[src/rtl/mem_pkg.sv]
// Shared types and sizes for the memory controller slice.
// State encoding, bus widths and the default RAM wait count.
package mem_pkg;

    localparam int ADDR_W          = 9;
    localparam int DATA_W          = 32;
    localparam int CNT_W           = 4;
    localparam int WAIT_CYCLES_DEF = 2;
    localparam int WAIT_CYCLES_MAX = 15;

    typedef enum logic [1:0] {
        ST_IDLE   = 2'd0,
        ST_ACCESS = 2'd1,
        ST_DONE   = 2'd2
    } state_t;

    typedef logic [ADDR_W-1:0] addr_t;
    typedef logic [DATA_W-1:0] data_t;

endpackage

[src/rtl/mem_ctrl_if.sv]
// Control-unit and RAM side signals of the memory controller.
// master = requester/RAM side, slave = the controller itself.
interface mem_ctrl_if;
    import mem_pkg::*;

    logic  req_read;
    logic  req_write;
    addr_t addr;
    data_t wdata;
    data_t rdata;
    logic  busy;
    logic  done;
    logic  fault;
    logic  ram_read;
    logic  ram_write;
    addr_t ram_addr;
    data_t ram_wdata;
    data_t ram_rdata;

    modport master (
        output req_read,
        output req_write,
        output addr,
        output wdata,
        output ram_rdata,
        input  rdata,
        input  busy,
        input  done,
        input  fault,
        input  ram_read,
        input  ram_write,
        input  ram_addr,
        input  ram_wdata
    );

    modport slave (
        input  req_read,
        input  req_write,
        input  addr,
        input  wdata,
        input  ram_rdata,
        output rdata,
        output busy,
        output done,
        output fault,
        output ram_read,
        output ram_write,
        output ram_addr,
        output ram_wdata
    );

endinterface

[src/rtl/mem_wait_counter.sv]
// Loadable down-counter that paces RAM wait cycles.
// Saturates at zero; zero flag is combinational from the count.
module mem_wait_counter
    import mem_pkg::*;
(
    input  logic             clock,
    input  logic             clear,
    input  logic             load,
    input  logic [CNT_W-1:0] load_val,
    input  logic             dec,
    output logic             zero
);

    logic [CNT_W-1:0] count;

    // Clear wins over load, load wins over decrement.
    always_ff @(posedge clock) begin
        if (clear) begin
            count <= '0;
        end else if (load) begin
            count <= load_val;
        end else if (dec && (count != '0)) begin
            count <= count - 1'b1;
        end
    end

    assign zero = (count == '0);

endmodule

[src/rtl/mem_ctrl.sv]
// Memory controller between MAR/MDR and a synchronous-wait RAM.
// Optional macro MEM_CTRL_RANGE_CHECK_EN enables address range faults.
module mem_ctrl
    import mem_pkg::*;
#(
    parameter int WAIT_CYCLES = WAIT_CYCLES_DEF,
    parameter int ADDR_LIMIT  = 256
) (
    input  logic        clock,
    input  logic        clear,
    mem_ctrl_if.slave   bus
);

    if ((WAIT_CYCLES < 0) || (WAIT_CYCLES > WAIT_CYCLES_MAX)) begin : g_bad_wait
        $error("mem_ctrl: WAIT_CYCLES out of range 0..15");
    end

    if (ADDR_LIMIT < 1) begin : g_bad_limit
        $error("mem_ctrl: ADDR_LIMIT must be positive");
    end

    localparam logic [CNT_W-1:0] WAIT_LOAD = CNT_W'(WAIT_CYCLES);

    state_t state;
    state_t state_n;

    addr_t lat_addr;
    data_t lat_wdata;
    logic  lat_write;
    data_t rdata_q;

    logic  start;
    logic  cnt_load;
    logic  cnt_dec;
    logic  cnt_zero;
    logic  strobe_en;
    logic  capture;
    logic  done_o;
    logic  access_ok;
    data_t rd_val;

    assign start = bus.req_read | bus.req_write;

    mem_wait_counter u_wait (
        .clock    (clock),
        .clear    (clear),
        .load     (cnt_load),
        .load_val (WAIT_LOAD),
        .dec      (cnt_dec),
        .zero     (cnt_zero)
    );

    // State register; clear returns to IDLE and aborts any access.
    always_ff @(posedge clock) begin
        if (clear) begin
            state <= ST_IDLE;
        end else begin
            state <= state_n;
        end
    end

    // Next-state and per-state controls.
    always_comb begin
        state_n   = state;
        cnt_load  = 1'b0;
        cnt_dec   = 1'b0;
        strobe_en = 1'b0;
        capture   = 1'b0;
        done_o    = 1'b0;
        unique case (state)
            ST_IDLE: begin
                if (start) begin
                    cnt_load = 1'b1;
                    state_n  = ST_ACCESS;
                end
            end
            ST_ACCESS: begin
                strobe_en = 1'b1;
                if (cnt_zero) begin
                    capture = ~lat_write;
                    state_n = ST_DONE;
                end else begin
                    cnt_dec = 1'b1;
                end
            end
            ST_DONE: begin
                done_o  = 1'b1;
                state_n = ST_IDLE;
            end
            default: begin
                state_n = ST_IDLE;
            end
        endcase
    end

    // Latch the request in IDLE so later input changes cannot leak in.
    // A simultaneous read+write is treated as a write.
    always_ff @(posedge clock) begin
        if (clear) begin
            lat_addr  <= '0;
            lat_wdata <= '0;
            lat_write <= 1'b0;
        end else if ((state == ST_IDLE) && start) begin
            lat_addr  <= bus.addr;
            lat_wdata <= bus.wdata;
            lat_write <= bus.req_write;
        end
    end

`ifdef MEM_CTRL_RANGE_CHECK_EN
    logic out_of_range;

    assign out_of_range = (int'({1'b0, lat_addr}) >= ADDR_LIMIT);
    assign access_ok    = ~out_of_range;
    assign rd_val       = out_of_range ? '0 : bus.ram_rdata;
    assign bus.fault    = done_o & out_of_range;
`else
    assign access_ok    = 1'b1;
    assign rd_val       = bus.ram_rdata;
    assign bus.fault    = 1'b0;
`endif

    // Read data register: updates only when a read completes.
    always_ff @(posedge clock) begin
        if (clear) begin
            rdata_q <= '0;
        end else if (capture) begin
            rdata_q <= rd_val;
        end
    end

    assign bus.ram_write = strobe_en & lat_write & access_ok;
    assign bus.ram_read  = strobe_en & ~lat_write & access_ok;
    assign bus.ram_addr  = lat_addr;
    assign bus.ram_wdata = lat_wdata;
    assign bus.rdata     = rdata_q;
    assign bus.busy      = (state != ST_IDLE);
    assign bus.done      = done_o;

endmodule

[src/flat_wrapper.sv]
// flat-port wrapper written by rule: the top's interface ports become plain ports
module mem_ctrl_flat import mem_pkg::*;
#(
    parameter int WAIT_CYCLES = WAIT_CYCLES_DEF,
    parameter int ADDR_LIMIT  = 256
)
  (clock, clear, bus_req_read, bus_req_write, bus_addr, bus_wdata, bus_ram_rdata, bus_rdata, bus_busy, bus_done, bus_fault, bus_ram_read, bus_ram_write, bus_ram_addr, bus_ram_wdata);
  mem_ctrl_if bus_i ();
  input  logic clock;
  input  logic clear;
  input wire logic [$bits(bus_i.req_read)-1:0] bus_req_read;
  input wire logic [$bits(bus_i.req_write)-1:0] bus_req_write;
  input wire logic [$bits(bus_i.addr)-1:0] bus_addr;
  input wire logic [$bits(bus_i.wdata)-1:0] bus_wdata;
  input wire logic [$bits(bus_i.ram_rdata)-1:0] bus_ram_rdata;
  output wire logic [$bits(bus_i.rdata)-1:0] bus_rdata;
  output wire logic [$bits(bus_i.busy)-1:0] bus_busy;
  output wire logic [$bits(bus_i.done)-1:0] bus_done;
  output wire logic [$bits(bus_i.fault)-1:0] bus_fault;
  output wire logic [$bits(bus_i.ram_read)-1:0] bus_ram_read;
  output wire logic [$bits(bus_i.ram_write)-1:0] bus_ram_write;
  output wire logic [$bits(bus_i.ram_addr)-1:0] bus_ram_addr;
  output wire logic [$bits(bus_i.ram_wdata)-1:0] bus_ram_wdata;
  assign bus_i.req_read = bus_req_read;
  assign bus_i.req_write = bus_req_write;
  assign bus_i.addr = bus_addr;
  assign bus_i.wdata = bus_wdata;
  assign bus_i.ram_rdata = bus_ram_rdata;
  assign bus_rdata = bus_i.rdata;
  assign bus_busy = bus_i.busy;
  assign bus_done = bus_i.done;
  assign bus_fault = bus_i.fault;
  assign bus_ram_read = bus_i.ram_read;
  assign bus_ram_write = bus_i.ram_write;
  assign bus_ram_addr = bus_i.ram_addr;
  assign bus_ram_wdata = bus_i.ram_wdata;
  mem_ctrl #(.WAIT_CYCLES(WAIT_CYCLES), .ADDR_LIMIT(ADDR_LIMIT)) u_core (.clock(clock), .clear(clear), .bus(bus_i));
endmodule
[config.mk]
export PLATFORM = sky130hd
export DESIGN_NAME = mem_ctrl_flat
export DESIGN_NICKNAME = d
export VERILOG_FILES = /design/src/rtl/mem_pkg.sv /design/src/rtl/mem_ctrl_if.sv /design/src/rtl/mem_wait_counter.sv /design/src/rtl/mem_ctrl.sv /design/src/flat_wrapper.sv
export SDC_FILE = /design/constraint.sdc
export NUM_CORES = 1
export LEC_CHECK = 0
export BUFFER_PORTS_ARGS = -buffer_cell sky130_fd_sc_hd__buf_2
export CORE_MARGIN = 3
export CORE_UTILIZATION = 41
export DETAILED_ROUTE_END_ITERATION = 8
export MAX_ROUTING_LAYER = met4
export PLACE_DENSITY_LB_ADDON = 0.08
export SLEW_MARGIN = 40
export SYNTH_ARGS = -nofsm -noshare
export SYNTH_HDL_FRONTEND = slang
export SYNTH_SLANG_ARGS = --single-unit
[constraint.sdc]
create_clock -name clock -period 1.6 [get_ports clock]
set_clock_uncertainty 0.05 [all_clocks]
set_input_delay 0.4 -clock clock [delete_from_list [all_inputs] [get_ports clock]]
set_output_delay 0.4 -clock clock [all_outputs]
set_load 0.02 [all_outputs]
Word-level counts from Yosys, hierarchy flattened
Cells that the tools add are included.

operators by class
  add/sub/neg operators = 1
  eq/ne operators = 4
  muxes and demuxes = 13
  bitwise logic cells = 4
  reduce and logical (&&, ||, !) cells = 9

operators with widths
  operator                                                            number
  1-bit two-way mux                                                   8
  2-bit two-way mux                                                   4
  4-bit logical NOT                                                   1
  2-bit by 1-bit != test with 1-bit output, second input constant     2
  2-bit one-hot mux with 2 select lines                               1
  2-bit nonzero test                                                  2
  4-bit nonzero test                                                  1
  4-bit by 1-bit subtractor with 4-bit output, second input constant  1
  1-bit bitwise AND                                                   2
  2-bit by 1-bit == test with 1-bit output, second input constant     1
  2-bit == test, second input constant                                1
  1-bit logical AND                                                   2
  2-bit logical NOT                                                   1
  2-bit AND reduction                                                 1
  2-bit OR reduction                                                  1
  1-bit NOT                                                           1
  1-bit bitwise OR                                                    1

storage, ports and cells
  bits in registers = 80
  input port bits = 77
  output and inout bits = 78
  word-level logic and storage cells = 38

Depth between registers and ports, before layout
  depth in word-level cells = 6
  mapped depth = 7
  depth with buffers taken out = 5

Cells and area by module
A second synthesis with hierarchy kept.

second synthesis, totals
  cell total of the unflattened synthesis = 369
  area, all modules = 3,649.8 sq um

by module, submodules not included
  module            instances  cells an instance  area an instance (sq um)  sequential area each (sq um)
  mem_ctrl          1          340                3,387.0                   1,521.5
  mem_wait_counter  1          29                 262.8                     80.1

Worst setup path before layout
Ideal clock, no wire load.

  path kind = register to register
  start = reg u_core.u_wait.count[0]
  end = reg u_core.rdata_q[10] (netlist: u_core.bus.rdata[10])
  setup time = 0.132 ns
  arrival time = 1.373 ns
  required time = 1.418 ns
  path slack = 0.045 ns
  cell stages (with the launch flop) = 8
  path buffers = 2
  period minus slack after synthesis = 1.555 ns
  path through = dfxtp_1 inv_1 ha_1 or3b_1 buf_2 clkbuf_1 o21ai_1 a21oi_1

on the way
  longest elaborated chain between the ends = 3

RTL lines
  element                 line                    text
  from (decl)             mem_wait_counter.sv:14  logic [CNT_W-1:0] count;
  from (signal assigned)  mem_wait_counter.sv:21  count <= load_val;
  from (signal assigned)  mem_wait_counter.sv:23  count <= count - 1'b1;
  4-bit logical NOT       mem_wait_counter.sv:27  assign zero = (count == '0);
  1-bit two-way mux       mem_ctrl.sv:79          if (cnt_zero) begin
  1-bit two-way mux       mem_ctrl.sv:70          unique case (state)
  to (signal assigned)    mem_ctrl.sv:128         rdata_q <= rd_val;
  to (decl)               mem_ctrl.sv:30          data_t rdata_q;

No other way between the ends.
A chain may end at the register's enable or synchronous reset.

Final worst setup path
  start = reg u_core.state[1]
  end = out bus_ram_read

on the way
  longest elaborated chain between the ends = 3

RTL lines
  element                                   line                text
  from (decl)                               mem_ctrl.sv:24      state_t state;
  from (signal assigned)                    mem_ctrl.sv:58      state <= state_n;
  2-bit by 1-bit == test with 1-bit output  mem_ctrl.sv:70
  1-bit two-way mux                         mem_ctrl.sv:70
  1-bit bitwise AND                         mem_ctrl.sv:133     assign bus.ram_read = strobe_en & ~lat_write & access_ok;
  to (decl)                                 flat_wrapper.sv:20  output wire logic [$bits(bus_i.ram_read)-1:0] bus_ram_read;

No other way between the ends.

==> results.py <==
metrics = {
    "sta": {
        "layout_setup_ws_ns": -0.1312,
        "min_period_ns": 1.731,
        "fmax_mhz": 577.6,
        "rsz0062_at_grt": "true",
        "finalHoldViolations": 0,
        "setup_viol": 3,
        "fin_crit_sh_pct": 108.2,
        "drv_slew": 0,
    },
    "critical_path": {
        "r2r_start": "u_core.state[1]",
        "crit_path_max_fanout": 3,
        "path_class": "reg2out",
        "reg2reg_to": "u_core.bus.ram_addr[6]",
        "cp.arrival_ns": 1.28,
        "crit_slowest_cell": "or3b_4",
        "r2r_slack_ns": 0.05,
        "critPathLaunchType": "register",
        "critPathRequiredTime_ns": 1.15,
        "cp-end-kind": "primary output",
        "cp_slowest_stage_delay_ns": 0.41,
        "crit_chain": "or3b_4 > inv_4 > buf_6",
        "reg2regPathDepth": 8,
    },
    "clock_tree": {
        "htree_levels": 3,
        "clkTransAtPathRegs_ns": 0.08,
        "cts_tree": "done",
        "worstSkewPairLatency_ns": 0.33,
        "cts_buffers": 9,
        "cts_max_path_buffers": 2,
        "root_buffer": "clkbuf_8",
        "clock-sinks": 80,
    },
    "power": {
        "p_int_uw": 3391,
        "comb_power_share_pct": 27.1,
        "sequentialPowerShare_pct": 44.7,
        "p_leak_uw": 0.001934,
        "power_uw": 5022,
        "sw_frac_of_total_pct": 32.47,
        "power.density_nw_per_um2": 1171,
        "power_frac_clock_pct": 28.2,
        "irDropWorstVdd_mv": 0.5130,
        "p_sw_uw": 1631,
    },
    "job": {
        "drv_cap": 0,
    },
    "synthesis": {
        "ys_types": 29,
        "yosys-top-cells-area": "dfxtp_1 (52%), a21oi_1 (13%), nand3_1 (12%), o21ai_0 (7.6%), o21ai_1 (4.8%)",
        "ys_seq_area_share_pct": 51.68,
        "synth-seq-cells": 80,
        "synth_edf_count": 0,
        "syn_inst": 377,
        "yosys.area.top_type": "dfxtp_1",
        "synth.cell_area_um2": 3099,
        "synth_ff_type": "dfxtp_1",
        "synth_nets": 455,
        "synth_top_area_share_pct": 51.68,
        "avgSynthCellArea_um2": 8.221,
        "ys_warn_count": 0,
        "synthArstFlopShare_pct": 0,
    },
    "detailed_routing": {
        "drc": 0,
        "drt_iter0_markers": 158,
        "dr_total_vias": 3243,
        "postRouteAntennaNets": 0,
        "wl_per_cell_um": 13.81,
        "wirelength_um": 8648,
        "post_drt_via_cell_ratio": 5.181,
        "firstDrtPassIters": 4,
    },
    "grt": {
        "grt_usage_pct": 20.06,
        "grt_antenna_before_repair": 0,
        "grt_first_pass_wirelength_um": 13600,
        "grt_max_degree": 45,
        "overflow": 0,
        "grt_pass1_vias": 2936,
    },
    "floorplanning": {
        "die_height_um": 92.94,
        "core_area_um2": 7292,
        "ios": 155,
        "initial_core_util_pct": 42.50,
        "rows": 31,
        "dieArea_um2": 8638,
        "die_w_um": 92.94,
    },
    "placed_design": {
        "gp_congestion": 0.7596,
        "post-place-ws_ns": 0.00001821,
        "post-dp-hpwl_um": 5933,
        "dp_cells": 607,
        "portBuffers": 153,
    },
    "worst_hold_path": {
        "hold_end": "u_core.bus.ram_wdata[2]",
        "hold_depth": 3,
        "hp-class": "in2reg",
        "hp-start": "bus_wdata[2]",
    },
    "final_layout": {
        "fin_util_pct": 58.84,
        "final_common_cell": "buf_2",
        "drive_above_1_share_pct": 38.71,
        "area_growth_pct": 38.43,
        "fillers": 749,
        "nets": 600,
        "antenna_cells": 0,
        "fin_cells": 626,
        "final_cell_mix": "buf_2 (149), a21oi_1 (78), dfxtp_1 (78)",
    },
    "run_status": {
        "violations": "negative setup slack",
        "status": "finished, violations left",
    },
}
Yosys cell counts, types with 2 or more instances:
library cell,instances
a21oi_1,78
buf_2,2
buf_6,3
clkbuf_1,34
dfxtp_1,80
inv_1,5
nand2_1,3
nand3_1,74
nor2b_1,2
o21ai_0,47
o21ai_1,30
or4_1,2
worst max-delay path, delay by kind of cell (launching register included):
kind / cells / cell delay [ns]
and+or+nand+nor: 1 / 0.41
DFF: 1 / 0.34
buffers and inverters: 2 / 0.19
routing by layer:
metal / vias to the layer above / track usage (%) / wire (µm)
met3: 10 / 5.118 / 645
met2: 126 / 31.67 / 4052
met1: 1473 / 25.35 / 3855
li1: 1634 / - / -
met4: 0 / 6.105 / 94
met5: - / - / 0
logic make-up (layout without fill, tap and decap cells):
group | count (synthesis) | after routing | synth area share [%]
simple gates | 92 | 92 | 15.75
compound gates | 157 | 157 | 25.56
other cells | 1 | 1 | 0.1210
fa+ha+maj | 1 | 1 | 0.4036
buf+inv | 46 | 196 | 6.500
flops | 80 | 80 | 51.68
area by class of cell:
cell class	instances	area (µm²)	share of cell area (%)
flip-flops and latches	80	1607	37.45
multi-input cells	251	1334	31.09
repair buffers	174	1013	23.62
clock buffers	10	127.6	2.975
well taps	99	123.9	2.887
clock inverters	6	60.06	1.400
inverters	6	25.02	0.5833
through the flow:
| stage | TNS, ns | area, µm² | hold slack (ns) |
|---|---|---|---|
| floorplan | 0 | 3099 | 0.4073 |
| global placement | 0 | 4009 | 0.4065 |
| detailed placement | 0 | 4009 | 0.4140 |
| CTS | -0.3030 | 4238 | 0.2353 |
| global route | -0.5619 | 4290 | 0.2357 |
| finish | -0.3361 | 4290 | 0.2505 |
flip-flops by register name, indices dropped and copies added, names as in the netlist:
name and count:
u_core.bus.rdata 32, u_core.bus.ram_wdata 32, u_core.lat_write 1, u_core.state 2
u_core.bus.ram_addr 9, u_core.u_wait.count 4
power groups by stage:
stage / clock [µW] / combinational (µW) / sequential [µW]
2_1_floorplan: 0 / 605 / 2480
3_3_place_gp: 0 / 1270 / 2280
3_5_place_dp: 0 / 1280 / 2290
4_1_cts: 1470 / 1320 / 2240
5_1_grt: 1550 / 1490 / 2270
6_report: 1420 / 1360 / 2240
what timing repair did:
item	4_1_cts	5_1_grt
gates resized for setup	10	40
endpoints found under the setup margin	7	38
buffers inserted	2	1
pin swaps	1	1
endpoints found under the hold margin	0	0
hold buffers	0	0
worst max path at each step:
stage	from	to	slack, ns
after floorplan	u_core.u_wait.count[0]	u_core.bus.rdata[10]	0.04
final	u_core.state[1]	bus_ram_read	-0.13
after global placement	u_core.u_wait.count[0]	u_core.bus.rdata[10]	0.06
after detailed placement	u_core.u_wait.count[0]	u_core.u_wait.count[1]	0.00002
after CTS	u_core.state[1]	bus_ram_read	-0.15
after global routing	u_core.state[1]	bus_ram_read	-0.19
No activity file was read; power rests on OpenSTA's default activity.
